### config.mk
export PLATFORM = sky130hd
export DESIGN_NAME = fa4_lookup_buffer_flat
export DESIGN_NICKNAME = d
export VERILOG_FILES = /design/src/rtl/fa4_lookup_buffer_pkg.sv /design/src/rtl/fa4_lookup_buffer_if.sv /design/src/rtl/gnrl_dfflr.sv /design/src/rtl/plru4_module.sv /design/src/rtl/fa4_lookup_buffer.sv /design/src/flat_wrapper.sv
export SDC_FILE = /design/constraint.sdc
export NUM_CORES = 1
export LEC_CHECK = 0
export ABC_AREA = 1
export CORE_UTILIZATION = 52
export DETAILED_ROUTE_END_ITERATION = 10
export PLACE_DENSITY_LB_ADDON = 0.05
export REMOVE_ABC_BUFFERS = 1
export SLEW_MARGIN = 20
export SYNTH_ARGS = -nofsm -noshare
export SYNTH_HDL_FRONTEND = slang
export SYNTH_SLANG_ARGS = --single-unit
### constraint.sdc
create_clock -name clk -period 5.5 [get_ports clk]
set_clock_uncertainty 0.1 [all_clocks]
set_input_delay 0.825 -clock clk [delete_from_list [all_inputs] [get_ports clk]]
set_output_delay 0.825 -clock clk [all_outputs]
set_load 0.05 [all_outputs]
### src/rtl/fa4_lookup_buffer_pkg.sv
// Shared types and constants for the 4-entry fully associative lookup buffer.
// FSM state encoding, way count and the free-way priority helper live here.
package fa4_lookup_buffer_pkg;
  localparam int WAYS  = 4;
  localparam int WAY_W = 2;

  typedef enum logic [1:0] {
    ST_IDLE  = 2'd0,
    ST_MREQ  = 2'd1,
    ST_MWAIT = 2'd2,
    ST_RESP  = 2'd3
  } state_e;

  // Lowest-index invalid way; only meaningful when at least one way is free.
  function automatic logic [WAY_W-1:0] first_free(input logic [WAYS-1:0] valid);
    first_free = '0;
    for (int i = WAYS - 1; i >= 0; i--) begin
      if (!valid[i]) first_free = WAY_W'(i);
    end
  endfunction
endpackage

### src/rtl/fa4_lookup_buffer_if.sv
// Lookup, response and refill-memory signals of fa4_lookup_buffer.
// slave = the buffer itself, master = the requester / memory model side.
interface fa4_lookup_buffer_if #(
  parameter int TAG_W  = 20,
  parameter int DATA_W = 32
);
  logic              i_lkp_valid;
  logic              o_lkp_ready;
  logic [TAG_W-1:0]  i_lkp_tag;
  logic              o_rsp_valid;
  logic              o_rsp_hit;
  logic [DATA_W-1:0] o_rsp_data;
  logic              o_mem_req_valid;
  logic              i_mem_req_ready;
  logic [TAG_W-1:0]  o_mem_req_tag;
  logic              i_mem_rsp_valid;
  logic [DATA_W-1:0] i_mem_rsp_data;

  modport slave (
    input  i_lkp_valid, i_lkp_tag, i_mem_req_ready, i_mem_rsp_valid, i_mem_rsp_data,
    output o_lkp_ready, o_rsp_valid, o_rsp_hit, o_rsp_data, o_mem_req_valid, o_mem_req_tag
  );

  modport master (
    output i_lkp_valid, i_lkp_tag, i_mem_req_ready, i_mem_rsp_valid, i_mem_rsp_data,
    input  o_lkp_ready, o_rsp_valid, o_rsp_hit, o_rsp_data, o_mem_req_valid, o_mem_req_tag
  );
endinterface

### src/rtl/gnrl_dfflr.sv
// Generic load-enabled flop with asynchronous active-low reset to zero.
module gnrl_dfflr #(
  parameter int DW = 1
) (
  input  logic          clk,
  input  logic          rst_n,
  input  logic          lden,
  input  logic [DW-1:0] dnxt,
  output logic [DW-1:0] qout
);
  always_ff @(posedge clk or negedge rst_n) begin
    if (!rst_n)    qout <= '0;
    else if (lden) qout <= dnxt;
  end
endmodule

### src/rtl/plru4_module.sv
// 4-way tree pseudo-LRU: bit0 picks the victim half, bit1/bit2 the way within it.
module plru4_module (
  input  logic       clk,
  input  logic       rst_n,
  input  logic       hit,
  input  logic [1:0] hit_idx,
  input  logic       req,
  output logic [1:0] replace_idx
);
  logic [2:0] tree_q;
  logic [2:0] tree_d;
  logic [1:0] touch_idx;

  assign replace_idx = tree_q[0] ? {1'b1, tree_q[2]} : {1'b0, tree_q[1]};
  assign touch_idx   = hit ? hit_idx : replace_idx;

  // Touching a way turns every node on its path to point away from it.
  always_comb begin
    tree_d    = tree_q;
    tree_d[0] = ~touch_idx[1];
    if (touch_idx[1]) tree_d[2] = ~touch_idx[0];
    else              tree_d[1] = ~touch_idx[0];
  end

  gnrl_dfflr #(.DW(3)) u_tree (
    .clk(clk), .rst_n(rst_n), .lden(hit | req), .dnxt(tree_d), .qout(tree_q)
  );
endmodule

### src/rtl/fa4_lookup_buffer.sv
// 4-entry fully associative lookup buffer with single-outstanding refill and tree PLRU.
// Optional FA4_LOOKUP_BUFFER_FLUSH_EN adds i_flush to invalidate all entries.
module fa4_lookup_buffer
  import fa4_lookup_buffer_pkg::*;
#(
  parameter int TAG_W  = 20,
  parameter int DATA_W = 32
) (
  input  logic clk,
  input  logic rst_n,
`ifdef FA4_LOOKUP_BUFFER_FLUSH_EN
  input  logic i_flush,
`endif
  fa4_lookup_buffer_if.slave bus
);
  state_e            state_q, state_d;
  logic [1:0]        state_raw;
  logic [WAYS-1:0]   valid_q, valid_d;
  logic [TAG_W-1:0]  tag_mem  [WAYS];
  logic [DATA_W-1:0] data_mem [WAYS];
  logic [TAG_W-1:0]  miss_tag_q;
  logic              rsp_valid_q, rsp_hit_q, rsp_valid_d, rsp_hit_d;
  logic [DATA_W-1:0] rsp_data_q, rsp_data_d;
  logic              flush, lkp_ready, accept, lkp_hit, refill, any_free;
  logic [WAY_W-1:0]  hit_way, free_way, victim_way, fill_way;
  logic              plru_hit, plru_req;
  logic [WAY_W-1:0]  plru_hit_idx;

`ifdef FA4_LOOKUP_BUFFER_FLUSH_EN
  assign flush = i_flush;
`else
  assign flush = 1'b0;
`endif

  always_comb begin
    lkp_hit = 1'b0;
    hit_way = '0;
    for (int i = 0; i < WAYS; i++) begin
      if (valid_q[i] && tag_mem[i] == bus.i_lkp_tag) begin
        lkp_hit = 1'b1;
        hit_way = WAY_W'(i);
      end
    end
  end

  assign lkp_ready = (state_q == ST_IDLE) && !flush;
  assign accept    = bus.i_lkp_valid && lkp_ready;
  assign refill    = (state_q == ST_MWAIT) && bus.i_mem_rsp_valid;
  assign any_free  = ~&valid_q;
  assign free_way  = first_free(valid_q);
  assign fill_way  = any_free ? free_way : victim_way;

  // Exactly one PLRU update per access: hit-touch for hits and free-way fills,
  // replace-request only when the victim is evicted.
  assign plru_hit     = (accept && lkp_hit) || (refill && any_free);
  assign plru_hit_idx = refill ? free_way : hit_way;
  assign plru_req     = refill && !any_free;

  plru4_module u_plru (
    .clk(clk), .rst_n(rst_n), .hit(plru_hit), .hit_idx(plru_hit_idx),
    .req(plru_req), .replace_idx(victim_way)
  );

  always_comb begin
    state_d = state_q;
    case (state_q)
      ST_IDLE:  if (accept && !lkp_hit) state_d = ST_MREQ;
      ST_MREQ:  if (bus.i_mem_req_ready) state_d = ST_MWAIT;
      ST_MWAIT: if (bus.i_mem_rsp_valid) state_d = ST_RESP;
      ST_RESP:  state_d = ST_IDLE;
      default:  state_d = ST_IDLE;
    endcase
  end

  gnrl_dfflr #(.DW(2)) u_state (
    .clk(clk), .rst_n(rst_n), .lden(1'b1), .dnxt(state_d), .qout(state_raw)
  );
  assign state_q = state_e'(state_raw);

  // Flush clears first so a refill landing on the same edge still installs its entry.
  always_comb begin
    valid_d = flush ? '0 : valid_q;
    if (refill) valid_d[fill_way] = 1'b1;
  end

  gnrl_dfflr #(.DW(WAYS)) u_valid (
    .clk(clk), .rst_n(rst_n), .lden(1'b1), .dnxt(valid_d), .qout(valid_q)
  );

  gnrl_dfflr #(.DW(TAG_W)) u_miss_tag (
    .clk(clk), .rst_n(rst_n), .lden(accept && !lkp_hit), .dnxt(bus.i_lkp_tag), .qout(miss_tag_q)
  );

  always_ff @(posedge clk) begin
    if (refill) begin
      tag_mem[fill_way]  <= miss_tag_q;
      data_mem[fill_way] <= bus.i_mem_rsp_data;
    end
  end

  assign rsp_valid_d = (accept && lkp_hit) || refill;
  assign rsp_hit_d   = accept && lkp_hit;
  assign rsp_data_d  = refill ? bus.i_mem_rsp_data : data_mem[hit_way];

  gnrl_dfflr #(.DW(2)) u_rsp_ctl (
    .clk(clk), .rst_n(rst_n), .lden(1'b1),
    .dnxt({rsp_valid_d, rsp_hit_d}), .qout({rsp_valid_q, rsp_hit_q})
  );

  gnrl_dfflr #(.DW(DATA_W)) u_rsp_data (
    .clk(clk), .rst_n(rst_n), .lden(rsp_valid_d), .dnxt(rsp_data_d), .qout(rsp_data_q)
  );

  assign bus.o_lkp_ready     = lkp_ready;
  assign bus.o_rsp_valid     = rsp_valid_q;
  assign bus.o_rsp_hit       = rsp_valid_q && rsp_hit_q;
  assign bus.o_rsp_data      = rsp_valid_q ? rsp_data_q : '0;
  assign bus.o_mem_req_valid = (state_q == ST_MREQ);
  assign bus.o_mem_req_tag   = miss_tag_q;
endmodule

### src/flat_wrapper.sv
// flat-port wrapper written by rule: the top's interface ports become plain ports
module fa4_lookup_buffer_flat import fa4_lookup_buffer_pkg::*;
#(
  parameter int TAG_W  = 20,
  parameter int DATA_W = 32
)
  (clk, rst_n, bus_i_lkp_valid, bus_i_lkp_tag, bus_i_mem_req_ready, bus_i_mem_rsp_valid, bus_i_mem_rsp_data, bus_o_lkp_ready, bus_o_rsp_valid, bus_o_rsp_hit, bus_o_rsp_data, bus_o_mem_req_valid, bus_o_mem_req_tag);
  fa4_lookup_buffer_if #(.TAG_W(TAG_W), .DATA_W(DATA_W)) bus_i ();
  input  logic clk;
  input  logic rst_n;
  input wire logic [$bits(bus_i.i_lkp_valid)-1:0] bus_i_lkp_valid;
  input wire logic [$bits(bus_i.i_lkp_tag)-1:0] bus_i_lkp_tag;
  input wire logic [$bits(bus_i.i_mem_req_ready)-1:0] bus_i_mem_req_ready;
  input wire logic [$bits(bus_i.i_mem_rsp_valid)-1:0] bus_i_mem_rsp_valid;
  input wire logic [$bits(bus_i.i_mem_rsp_data)-1:0] bus_i_mem_rsp_data;
  output wire logic [$bits(bus_i.o_lkp_ready)-1:0] bus_o_lkp_ready;
  output wire logic [$bits(bus_i.o_rsp_valid)-1:0] bus_o_rsp_valid;
  output wire logic [$bits(bus_i.o_rsp_hit)-1:0] bus_o_rsp_hit;
  output wire logic [$bits(bus_i.o_rsp_data)-1:0] bus_o_rsp_data;
  output wire logic [$bits(bus_i.o_mem_req_valid)-1:0] bus_o_mem_req_valid;
  output wire logic [$bits(bus_i.o_mem_req_tag)-1:0] bus_o_mem_req_tag;
  assign bus_i.i_lkp_valid = bus_i_lkp_valid;
  assign bus_i.i_lkp_tag = bus_i_lkp_tag;
  assign bus_i.i_mem_req_ready = bus_i_mem_req_ready;
  assign bus_i.i_mem_rsp_valid = bus_i_mem_rsp_valid;
  assign bus_i.i_mem_rsp_data = bus_i_mem_rsp_data;
  assign bus_o_lkp_ready = bus_i.o_lkp_ready;
  assign bus_o_rsp_valid = bus_i.o_rsp_valid;
  assign bus_o_rsp_hit = bus_i.o_rsp_hit;
  assign bus_o_rsp_data = bus_i.o_rsp_data;
  assign bus_o_mem_req_valid = bus_i.o_mem_req_valid;
  assign bus_o_mem_req_tag = bus_i.o_mem_req_tag;
  fa4_lookup_buffer #(.TAG_W(TAG_W), .DATA_W(DATA_W)) u_core (.clk(clk), .rst_n(rst_n), .bus(bus_i));
endmodule
==> summary.txt <==
Status
  – Status: finished clean

Setup path
  – WP buf/inv: 3
  – CP peak stage delay: 0.85 ns
  – Cell family with most CP delay: buffers and inverters
  – CP startpoint kind: flip-flop
  – Critical Path AT: between 2 and 3 ns
  – Crit-path cells: buf_4, nand2_1, inv_1, clkdlybuf4s50_1
  – CP Max Fanout: 19
  – CP Class: flip-flop to output port
  – Crit-path slowest cell: dfrtp_1
  – CP required: 4.58 ns
  – Type of destination of the critical path: output port

Placed design
  – Final GP Congestion: 0.985
  – Hpwl dp: 20600 um
  – IO buf count: 112

STA
  – Slew Viols, Final: 0
  – RSZ-0062 raised after global routing: false
  – Max Clk Rate: 270 MHz
  – Worst hold slack: 0.324 ns
  – Slew @ Worst Pin: 1.11 ns
  – Rel. slew slack: 0.259
  – Min cycle time layout: 3.71 ns
  – Final number of setup-violating endpoints: 0
  – Setup_tns: 0 ns
  – Final hold vios: 0
  – Final period util: 0.675

Clocking
  – Clock slew at reported path FFs: 0.06 ns
  – Clk_lat worst skew: roughly 0.56 ns
  – CTS tree: done
  – Clk buf depth: 3
  – CTS Root Buffer Type: clkbuf_16
  – Post-cts hold buffer count: 0
  – H-tree Lvls: 1
  – Post-CTS setup buffer count: 0
  – CTS sink cnt: 271
  – Post-CTS resize count: 0
  – Total CTS buffers: 28

Floorplanning
  – Initial core utilization: 0.531
  – DIE HEIGHT: 157 um
  – Row cnt: 56
  – Die width: 157 um
  – Die area: about 25000 um2
  – Core ar.: between 20000 and 25000 um2
  – I/O pin total: 113

Route
  – Residual DRC: 0
  – Detailed router's first-iteration violation count: 655
  – Post-DR vias/cell: 5.16
  – DR vias: 9158
  – Final ANT Viol Nets: 0
  – DRT Wirelength: 31300 um
  – Drt pass-1 iters: 5
  – Wirelength per Cell: 17.6 um

Synth
  – Sequential fraction of the synthesis area: 0.625
  – Mean Syn Cell Area: 9.49 um2
  – Synth unique cells: 33
  – Mapped Area: 12500 um2
  – Yosys warns: 0
  – Synth Instances: 1318
  – Yosys reg bits: around 270

Finish
  – Share of layout cells above drive strength 1: 0.0900
  – Most frequent cells in the layout: nand2_1, edfxtp_1, inv_1, clkdlybuf4s50_1, nor2_1
  – Commonest non-fill, non-tap cell in the layout: nand2_1
  – Area grow syn2layout: 18.7%
  – # fillers: 2017
  – # diodes: 0
  – # nets final: 1494

Global routing
  – Initial antenna violation count: 1
  – Total global-route track usage: 0.261
  – Largest net degree at the start of global routing: 64
  – Number of global-route vias before repair: 8790
  – First-pass GRT wire length: 48500 um
  – Grt ovf: 0

Power
  – Cell Pwr Density: 435 nW/um2
  – Pleak: 0.00641 uW
  – Worst vdd ir: around 330 uV

Min path
  – Worst min-delay path class: input port to async pin

Flow run
  – Max_cap viols: 0
==> cell families after synthesis <==
| kind of cell | after synthesis | synth area share |
|---|---|---|
| XOR/XNOR | 10 | 0.00700 |
| AND/OR/NAND/NOR | 685 | 0.235 |
| adder cells (fa/ha/maj) | 3 | 0.00300 |
| buffers and inverters | 210 | 0.0715 |
| AO/OA/AOI/OAI | 139 | 0.0582 |
| flip-flops | 271 | 0.625 |
==> sequential cells by signal (all words and copies together), names as in the netlist <==
signal,count
u_core.tag_mem,80
u_core.u_valid.qout,4
u_core.u_miss_tag.qout,20
u_core.data_mem,128
u_core.u_rsp_ctl.qout,2
u_core.u_state.qout,2
u_core.u_plru.u_tree.qout,3
u_core.u_rsp_data.qout,32
==> routing by layer <==
layer	global-route usage	part of all wire	vias to the layer above
li1	-	-	4494
met2	0.432	0.47	284
met4	0.0814	0.029	2
met3	0.0427	0.058	66
met5	0	0.00048	-
met1	0.354	0.44	4312
==> stage by stage <==
stage | setup WS [ns] | area [um2] | util | std cells | power [uW]
6_report | 1.79 | 14800 | 0.631 | 1774 | 6470
5_1_grt | 1.66 | 14800 | 0.631 | 1774 | 6770
4_1_cts | 1.73 | 14800 | 0.631 | 1774 | 6510
3_5_place_dp | 1.53 | 13900 | 0.591 | 1723 | 4590
3_3_place_gp | 1.42 | 13900 | 0.591 | 1723 | 4570
2_1_floorplan | 0.442 | 12300 | - | 1278 | 3940
==> worst register-to-register path, cell delays in order (launching register included) <==
cell	delay (ns)
dfrtp_1	0.43
nand2_1	0.08
o21ai_0	0.12
a21oi_1	0.50
inv_1	0.23
nor2_4	0.88
buf_4	0.43
==> synthesized netlist by cell type, drive strengths merged <==
cell / count / area (um2)
or2: 41 / 257
o211ai: 3 / 22.5
xor2: 2 / 17.5
nand2: 441 / 1680
inv: 170 / 646
ha: 3 / 37.5
clkbuf: 16 / 60.1
nor3: 1 / 5.00
nor2: 104 / 400
a21oi: 22 / 110
nand3: 57 / 295
o21ai: 112 / 583
edfxtp: 208 / 6250
nand4: 6 / 37.5
buf: 24 / 189
dfrtp: 63 / 1580
o22ai: 2 / 12.5
and3: 1 / 6.26
nand3b: 34 / 255
xnor2: 8 / 70.1
==> final cells by class <==
type | instances | area [um2] | area share
Sequential cell | 271 | 7820 | 0.527
Multi-Input combinational cell | 837 | 3830 | 0.258
Timing Repair Buffer | 126 | 1220 | 0.0824
Clock buffer | 31 | 712 | 0.0479
Inverter | 170 | 646 | 0.0435
Tap cell | 319 | 399 | 0.0269
Clock inverter | 20 | 220 | 0.0148
==> final timing paths <==
path	start	end	slack [ns]	cells after the start
max reg2reg	u_core.u_plru.u_tree.qout[0]$_DFFE_PN0P_	u_core.data_mem[0][0]$_DFFE_PP_	2.41	6
min reg2reg	u_core.u_rsp_data.qout[16]$_DFFE_PN0P_	u_core.u_rsp_data.qout[16]$_DFFE_PN0P_	0.38	2
min	rst_n	u_core.u_rsp_data.qout[1]$_DFFE_PN0P_	0.32	1
min in group clk	u_core.u_rsp_data.qout[16]$_DFFE_PN0P_	u_core.u_rsp_data.qout[16]$_DFFE_PN0P_	0.38	2
max in group asynchronous	rst_n	u_core.u_miss_tag.qout[14]$_DFFE_PN0P_	4.33	1
max	u_core.u_rsp_ctl.qout[1]$_DFF_PN0_	bus_o_rsp_data[6]	1.79	4
==> power breakdown <==
part,total (uW),switching [uW],leakage [uW],internal (uW)
clock,1910,791,0.000457,1120
combinational,1640,1130,0.00329,508
sequential,2920,251,0.00266,2670
Power figures use the tool's default switching activity.
